`config.mk`:
```
export PLATFORM = sky130hd
export DESIGN_NAME = systolic_seq_controller
export DESIGN_NICKNAME = d
export VERILOG_FILES = /design/src/rtl/systolic_seq_controller.sv
export SDC_FILE = /design/constraint.sdc
export NUM_CORES = 1
export LEC_CHECK = 0
export ABC_AREA = 1
export CORE_MARGIN = 2
export CORE_UTILIZATION = 30
export DETAILED_ROUTE_END_ITERATION = 16
export DONT_BUFFER_PORTS = 1
export PLACE_DENSITY = 0.5
export SLEW_MARGIN = 0
export SYNTH_ARGS = -nofsm -noshare
export SYNTH_HDL_FRONTEND = slang
export SYNTH_SLANG_ARGS = --single-unit
export TNS_END_PERCENT = 50
```
`constraint.sdc`:
```
create_clock -name iClk -period 2.45 [get_ports iClk]
set_clock_uncertainty 0.2 [all_clocks]
set_input_delay 0.49 -clock iClk [delete_from_list [all_inputs] [get_ports iClk]]
set_output_delay 0.49 -clock iClk [all_outputs]
set_load 0.01 [all_outputs]
```
`src/rtl/systolic_seq_controller.sv`:
```
// Systolic cube sequencer: streams operand-RAM addresses per tile and drives
// the accumulator-clear, skewed row enables and ping-pong bank select.
module systolic_seq_controller #(
    parameter int ARRAY_NUM = 3,
    parameter int RAM_DEPTH = 2048,
    parameter int MAX_LEN   = 256,
    parameter int MAX_TILES = 64,
    localparam int AW = $clog2(RAM_DEPTH),
    localparam int LW = $clog2(MAX_LEN + 1),
    localparam int TW = $clog2(MAX_TILES + 1)
) (
    input  logic                 iClk,
    input  logic                 iRstN,
    input  logic                 iStart,
    input  logic [LW-1:0]        iLen,
    input  logic [TW-1:0]        iTileNum,
    input  logic [AW-1:0]        iBaseAddr,
    input  logic                 iStall,
    output logic                 oReady,
    output logic                 oClearAcc,
    output logic                 oAddrValid,
    output logic [AW-1:0]        oAddr,
    output logic [ARRAY_NUM-1:0] oRowEn,
    output logic                 oBank,
    output logic                 oTileDone,
    output logic                 oDone
);

    localparam int DW = $clog2(ARRAY_NUM);

    typedef enum logic [2:0] {
        S_IDLE,
        S_CLEAR,
        S_STREAM,
        S_DRAIN,
        S_DONE
    } state_t;

    state_t               state_q, state_d;
    logic [LW-1:0]        len_q, len_d;
    logic [TW-1:0]        tiles_q, tiles_d;
    logic [TW-1:0]        tile_q, tile_d;
    logic [AW-1:0]        ptr_q, ptr_d;
    logic [LW-1:0]        beat_q, beat_d;
    logic [DW-1:0]        drain_q, drain_d;
    logic [ARRAY_NUM-2:0] skew_q, skew_d;
    logic                 bank_q, bank_d;
    logic                 from_drain_q, from_drain_d;
    logic                 adv;

    always_ff @(posedge iClk) begin
        if (!iRstN) begin
            state_q      <= S_IDLE;
            len_q        <= '0;
            tiles_q      <= '0;
            tile_q       <= '0;
            ptr_q        <= '0;
            beat_q       <= '0;
            drain_q      <= '0;
            skew_q       <= '0;
            bank_q       <= 1'b0;
            from_drain_q <= 1'b0;
        end else begin
            state_q      <= state_d;
            len_q        <= len_d;
            tiles_q      <= tiles_d;
            tile_q       <= tile_d;
            ptr_q        <= ptr_d;
            beat_q       <= beat_d;
            drain_q      <= drain_d;
            skew_q       <= skew_d;
            bank_q       <= bank_d;
            from_drain_q <= from_drain_d;
        end
    end

    always_comb begin
        state_d      = state_q;
        len_d        = len_q;
        tiles_d      = tiles_q;
        tile_d       = tile_q;
        ptr_d        = ptr_q;
        beat_d       = beat_q;
        drain_d      = drain_q;
        skew_d       = skew_q;
        bank_d       = bank_q;
        from_drain_d = from_drain_q;
        adv          = (state_q != S_IDLE) && !iStall;

        // skew_q[i] carries row i+1's enable; row 0 is the STREAM decode itself
        if (adv) begin
            skew_d[0] = (state_q == S_STREAM);
            for (int unsigned i = 1; i < ARRAY_NUM - 1; i++) begin
                skew_d[i] = skew_q[i-1];
            end
        end

        case (state_q)
            S_IDLE: begin
                if (iStart) begin
                    if (iLen != '0 && iTileNum != '0) begin
                        len_d        = iLen;
                        tiles_d      = iTileNum;
                        ptr_d        = iBaseAddr;
                        tile_d       = '0;
                        bank_d       = 1'b0;
                        beat_d       = '0;
                        drain_d      = '0;
                        from_drain_d = 1'b0;
                        state_d      = S_CLEAR;
                    end else begin
                        state_d = S_DONE;
                    end
                end
            end
            S_CLEAR: begin
                if (adv) begin
                    from_drain_d = 1'b0;
                    state_d      = S_STREAM;
                end
            end
            S_STREAM: begin
                if (adv) begin
                    ptr_d = ptr_q + AW'(1);
                    if (beat_q == len_q - LW'(1)) begin
                        beat_d  = '0;
                        state_d = S_DRAIN;
                    end else begin
                        beat_d = beat_q + LW'(1);
                    end
                end
            end
            S_DRAIN: begin
                if (adv) begin
                    if (drain_q == DW'(ARRAY_NUM - 2)) begin
                        drain_d = '0;
                        if (tile_q + TW'(1) < tiles_q) begin
                            tile_d       = tile_q + TW'(1);
                            bank_d       = ~bank_q;
                            from_drain_d = 1'b1;
                            state_d      = S_CLEAR;
                        end else begin
                            state_d = S_DONE;
                        end
                    end else begin
                        drain_d = drain_q + DW'(1);
                    end
                end
            end
            S_DONE: begin
                if (adv) begin
                    state_d = S_IDLE;
                end
            end
            default: state_d = S_IDLE;
        endcase
    end

    assign oReady     = (state_q == S_IDLE);
    assign oClearAcc  = (state_q == S_CLEAR) && !iStall;
    assign oAddrValid = (state_q == S_STREAM) && !iStall;
    assign oAddr      = ptr_q;
    assign oRowEn     = {skew_q, (state_q == S_STREAM)} & {ARRAY_NUM{!iStall}};
    assign oBank      = bank_q;
    assign oTileDone  = ((state_q == S_DONE) || (state_q == S_CLEAR && from_drain_q)) && !iStall;
    assign oDone      = (state_q == S_DONE) && !iStall;

endmodule
```
=== Word-level counts from Yosys, hierarchy flattened ===
Cells that the tools add are included.

* Output and inout port bits: 20
* Register bits: 52
* Word-level logic and storage cells: 96

* $lt $le $gt $ge: 1
* Multiplexer cells: 41
* Reduce and logical (&&, ||, !) cells: 22
* Equal/unequal tests: 15
* Bitwise logic cells: 2
* Add/sub/neg operators: 5

{| class="wikitable"
|+ Operator list
! operator !! count
|-
| $mux W9 || 4
|-
| $mux W7 || 5
|-
| $mux W11 || 3
|-
| $mux W3 || 9
|-
| $pmux W11 S2 || 1
|-
| $pmux W9 S2 || 1
|-
| $pmux W3 S5 || 1
|-
| $ne A2 B2 Y1 const B || 7
|-
| $pmux W7 S2 || 1
|-
| $reduce_and A7 Y1 || 2
|-
| $add A11 B1 Y11 const B || 1
|-
| $add A9 B1 Y9 const B || 1
|-
| $eq A9 B9 Y1 || 1
|-
| $mux W1 || 9
|-
| $reduce_bool A9 Y1 || 1
|-
| $sub A9 B1 Y9 const B || 1
|-
| $mux W2 || 4
|-
| $reduce_and A4 Y1 || 2
|-
| $add A7 B1 Y7 const B || 1
|-
| $logic_and A1 B1 Y1 || 7
|-
| $lt A7 B7 Y1 || 1
|-
| $reduce_bool A7 Y1 || 1
|-
| $eq A3 B2 Y1 const B || 2
|-
| $reduce_and A6 Y1 || 1
|-
| 16 further kinds || 19
|}

=== Logic depth before layout (Yosys ltp) ===
* Depth after elaboration: 6
* Depth in mapped cells: 18

=== Worst setup path before layout ===
No wires, ideal clock.

* Path kind: register to register
* Start: register tile_q[0]
* End: register tile_q[3]
* Stages on the path, launching flop included: 18
* Data arrival time: 2.146 ns
* Buffers on the path: 0
* Period minus slack after synthesis: 2.466 ns
* Path slack: -0.016 ns
* Cells stage by stage: dfxtp_1 -> ha_1 -> nand2_1 -> inv_1 -> nand2_1 -> nor2_1 -> nand2_1 -> xnor2_1 -> ha_1 -> a21oi_1 -> o21a_1 -> nand2_1 -> nand2_1 -> nand2_1 -> inv_1 -> nand2_2 -> o21ai_0 -> a21oi_1

* Word-level cells in the longest chain between the ends: 5
* Elaborated cells between the ends (all ways): 8
* Those cells by class: add/sub: 1; order compare: 1; eq/ne: 1; mux: 4; reduce/logical: 1

{| class="wikitable"
|+ RTL lines
! item !! line !! source
|-
| start: declaration || 42 || <nowiki>logic [TW-1:0] tile_q, tile_d;</nowiki>
|-
| start signal: assignment || 67 || <nowiki>tile_q <= tile_d;</nowiki>
|-
| $add A7 B1 Y7 (*) || 137, 138 ||
|-
| parallel branches: the longest is 4 deep, another holds $lt A7 B7 Y1 || n/a ||
|}

Every way passes the cells marked *. The select of a mux whose other input is x is not followed.
A chain may end at the register's enable or synchronous reset.

=== Worst setup path in the final report ===
* Start: register tile_q[0]
* End: register tile_q[1]

The elaborated chain is that of the path after synthesis.

==> impl_metrics.toml <==
[die]
die_h_um = 105
core-area_um2 = 9820
initial_core_util_pct = 31.2
io_pins = 51
die_x_um = 105
dieArea_um2 = 11000
rows = 36

[critical_path]
worstPathMaxFanout = 6
crit_family = "simple AND/OR/NAND/NOR gates"
cpMaxStageDelayCell = "dfxtp_2"
start_kind = "flop"
critPathKind = "flop to flop"
path_cells = "ha_4 > nand2_2 > inv_2 > nand2_2 > nor2_1 > nand2_1 > xnor2_2 > ha_4 > a21oi_2 > o21a_1 > nand2_1 > nand2_1 > nand2_2 > inv_2 > buf_6 > nand4_1 > a21oi_1"
required_ns = 2.48
arrival_ns = 2.44
cp-end-kind = "flop"
cp_slowest_stage_delay_ns = 0.36
cp_num_buf_inv = 3

[power_and_ir_drop]
ir_worst_vdd_mv = 0.347
p_leak_nw = 1.41
cellPowerDensity_nw_per_um2 = 1010

[synth]
synthMuxAreaShare_pct = 0
yosys.area_share.simple_pct = 33.7
yosysTopAreaCell = "dfxtp_1"
synth_ff_type = "dfxtp_1"
synth_top_family_by_area = "simple AND/OR/NAND/NOR gates"
yosys_warnings = 0
synth-seq-cells = 52
syn_avg_cell_area_um2 = 6.54
syn_nets = 509
yosysMostFrequentCell = "nand2_1"
synth_compound_area_share_pct = 16.0
synth_top_area_share_pct = 34.0
synthXorXnorAreaFrac_pct = 2.86
synth_area_um2 = 3060
ys_types = 35
yosysSeqAreaShare_pct = 34.0
synthTopCellsByArea = "dfxtp_1, nand2_1, nor2_1"
async_flop_share_pct = 0
synthAdderAreaFrac_pct = 4.09
syn-instance-count = 468
synthTopCellsByCount = "nand2_1, nor2_1, inv_1"
synth_edf_count = 0

[detailed_routing]
drtPass1Iterations = 4
wirelength_um = 7590
viasPerCell = 4.73
ant_nets = 0
met1Wirelength_um = 4040
highest_layer = "met4"
drc = 0
wl_per_cell_um = 12.5
vias = 2865
met2WireLength_um = 3120
drtIter0Drc = 120
wl_met3_um = 391

[grt]
antenna_found_initial = 0
first_global_vias = 2780
grt_max_degree = 32
grt_pass1_wl_um = 13200
grt_overflow_total = 0
track_usage_pct = 14.4

[placement]
gp_congestion = 0.792
port_buffers = 0
hpwl_um = 5590

[sta]
setup_viol = 0
rsz0062_at_grt = "yes"
tightest_slew_ns = 0.496
post-route-period-util_pct = 98.5
fin_crit_ns = 2.41
max_clock_freq_mhz = 415
slew_viol_final = 0
relSlewSlack_pct = 66.9
hold_violations = 0
timing.setup.tns_ns = 0

[flow_run]
drv_cap = 0

[finish]
area_delta_synth_final_pct = 11.5
fillers = 1129
layout-drive-gt1-share_pct = 11.8
utilization_pct = 34.8
layout.nets = 513
antenna_cells = 0

[hold_path]
hold_path.class = "input pin to flop"

[status]
outcome = "finished, final reports clean"

[clock_tree]
clk_pin_slew_worst_paths_ns = 0.10
cts_tree = "built"
cts_htree_levels = 2
cts.path.max_buffers = 2
cts_hold_buf = 0
clkLatencyLatePin_ns = 0.30
root_buffer = "clkbuf_8"
cts_buffers = 5
clkSinkCount = 52
what timing repair did:
item                                    in CTS  in global routing
gates resized for setup                     11                 12
buffers inserted                             0                  1
pin swaps                                    1                  6
endpoints found under the setup margin      10                 11
worst paths after layout:
check                   from         end  slack, ns  cells after the start
setup / recovery   tile_q[0]   tile_q[1]       0.04                     17
hold / removal         iRstN   tile_q[4]        0.1                      2
setup reg to reg   tile_q[0]   tile_q[1]       0.04                     17
hold reg to reg   drain_q[1]  drain_q[1]       0.26                      2
kinds of logic after synthesis:
group / count (synthesis)
AO/OA/AOI/OAI: 94
XOR/XNOR: 10
adder cells (fa/ha/maj): 10
buffers and inverters: 71
flip-flops: 52
AND/OR/NAND/NOR: 231
through the flow:
stage	cells	total power, mW	hold WS, ns	area [um2]	setup slack, ns
2_1_floorplan	468	2.59	0.230	3060	0.0398
3_5_place_dp	597	2.91	0.249	3230	-0.0448
5_1_grt	606	3.83	0.0744	3410	-0.145
3_3_place_gp	597	2.88	0.247	3230	0.0137
6_report	606	3.46	0.0985	3410	0.0377
4_1_cts	605	3.47	0.0982	3350	-0.0129
area by class of cell:
cell class | count | area, um2 | share of cell area [%]
inverters | 59 | 224 | 6.56
clock buffers | 7 | 86.3 | 2.53
well taps | 133 | 166 | 4.87
clock inverters | 1 | 7.51 | 0.220
repair buffers | 9 | 71.3 | 2.09
flip-flops and latches | 52 | 1040 | 30.6
multi-input cells | 345 | 1820 | 53.2
layer usage:
metal / up-vias / GRT usage (%)
met5: - / 0
met1: 1264 / 21.2
li1: 1535 / -
met3: 2 / 3.12
met2: 64 / 21.6
met4: 0 / 3.05
cells in the final DEF, fill, tap and decap left out, types with 7 or more instances in the layout:
master / count
inv_1: 52
nor3_1: 9
o21ai_0: 33
nor2_1: 61
buf_4: 8
nand3_1: 27
a21oi_1: 42
a31oi_1: 7
nand2_1: 99
nand4_1: 9
dfxtp_1: 50
ha_1: 8
power breakdown:
| part | switching (mW) | internal [mW] | leakage, nW |
|---|---|---|---|
| registers | 0.238 | 1.06 | 0.428 |
| logic | 1.08 | 0.558 | 0.936 |
| clock network | 0.295 | 0.231 | 0.0445 |
| total | 1.62 | 1.85 | 1.41 |
flip-flops by register name, summed over array words and instances (netlist names):
signal        count
len_q             9
oBank             1
state_q           3
skew_q            2
from_drain_q      1
tile_q            7
oAddr            11
tiles_q           7
beat_q            9
drain_q           2
(Power assumes the default switching activity.)
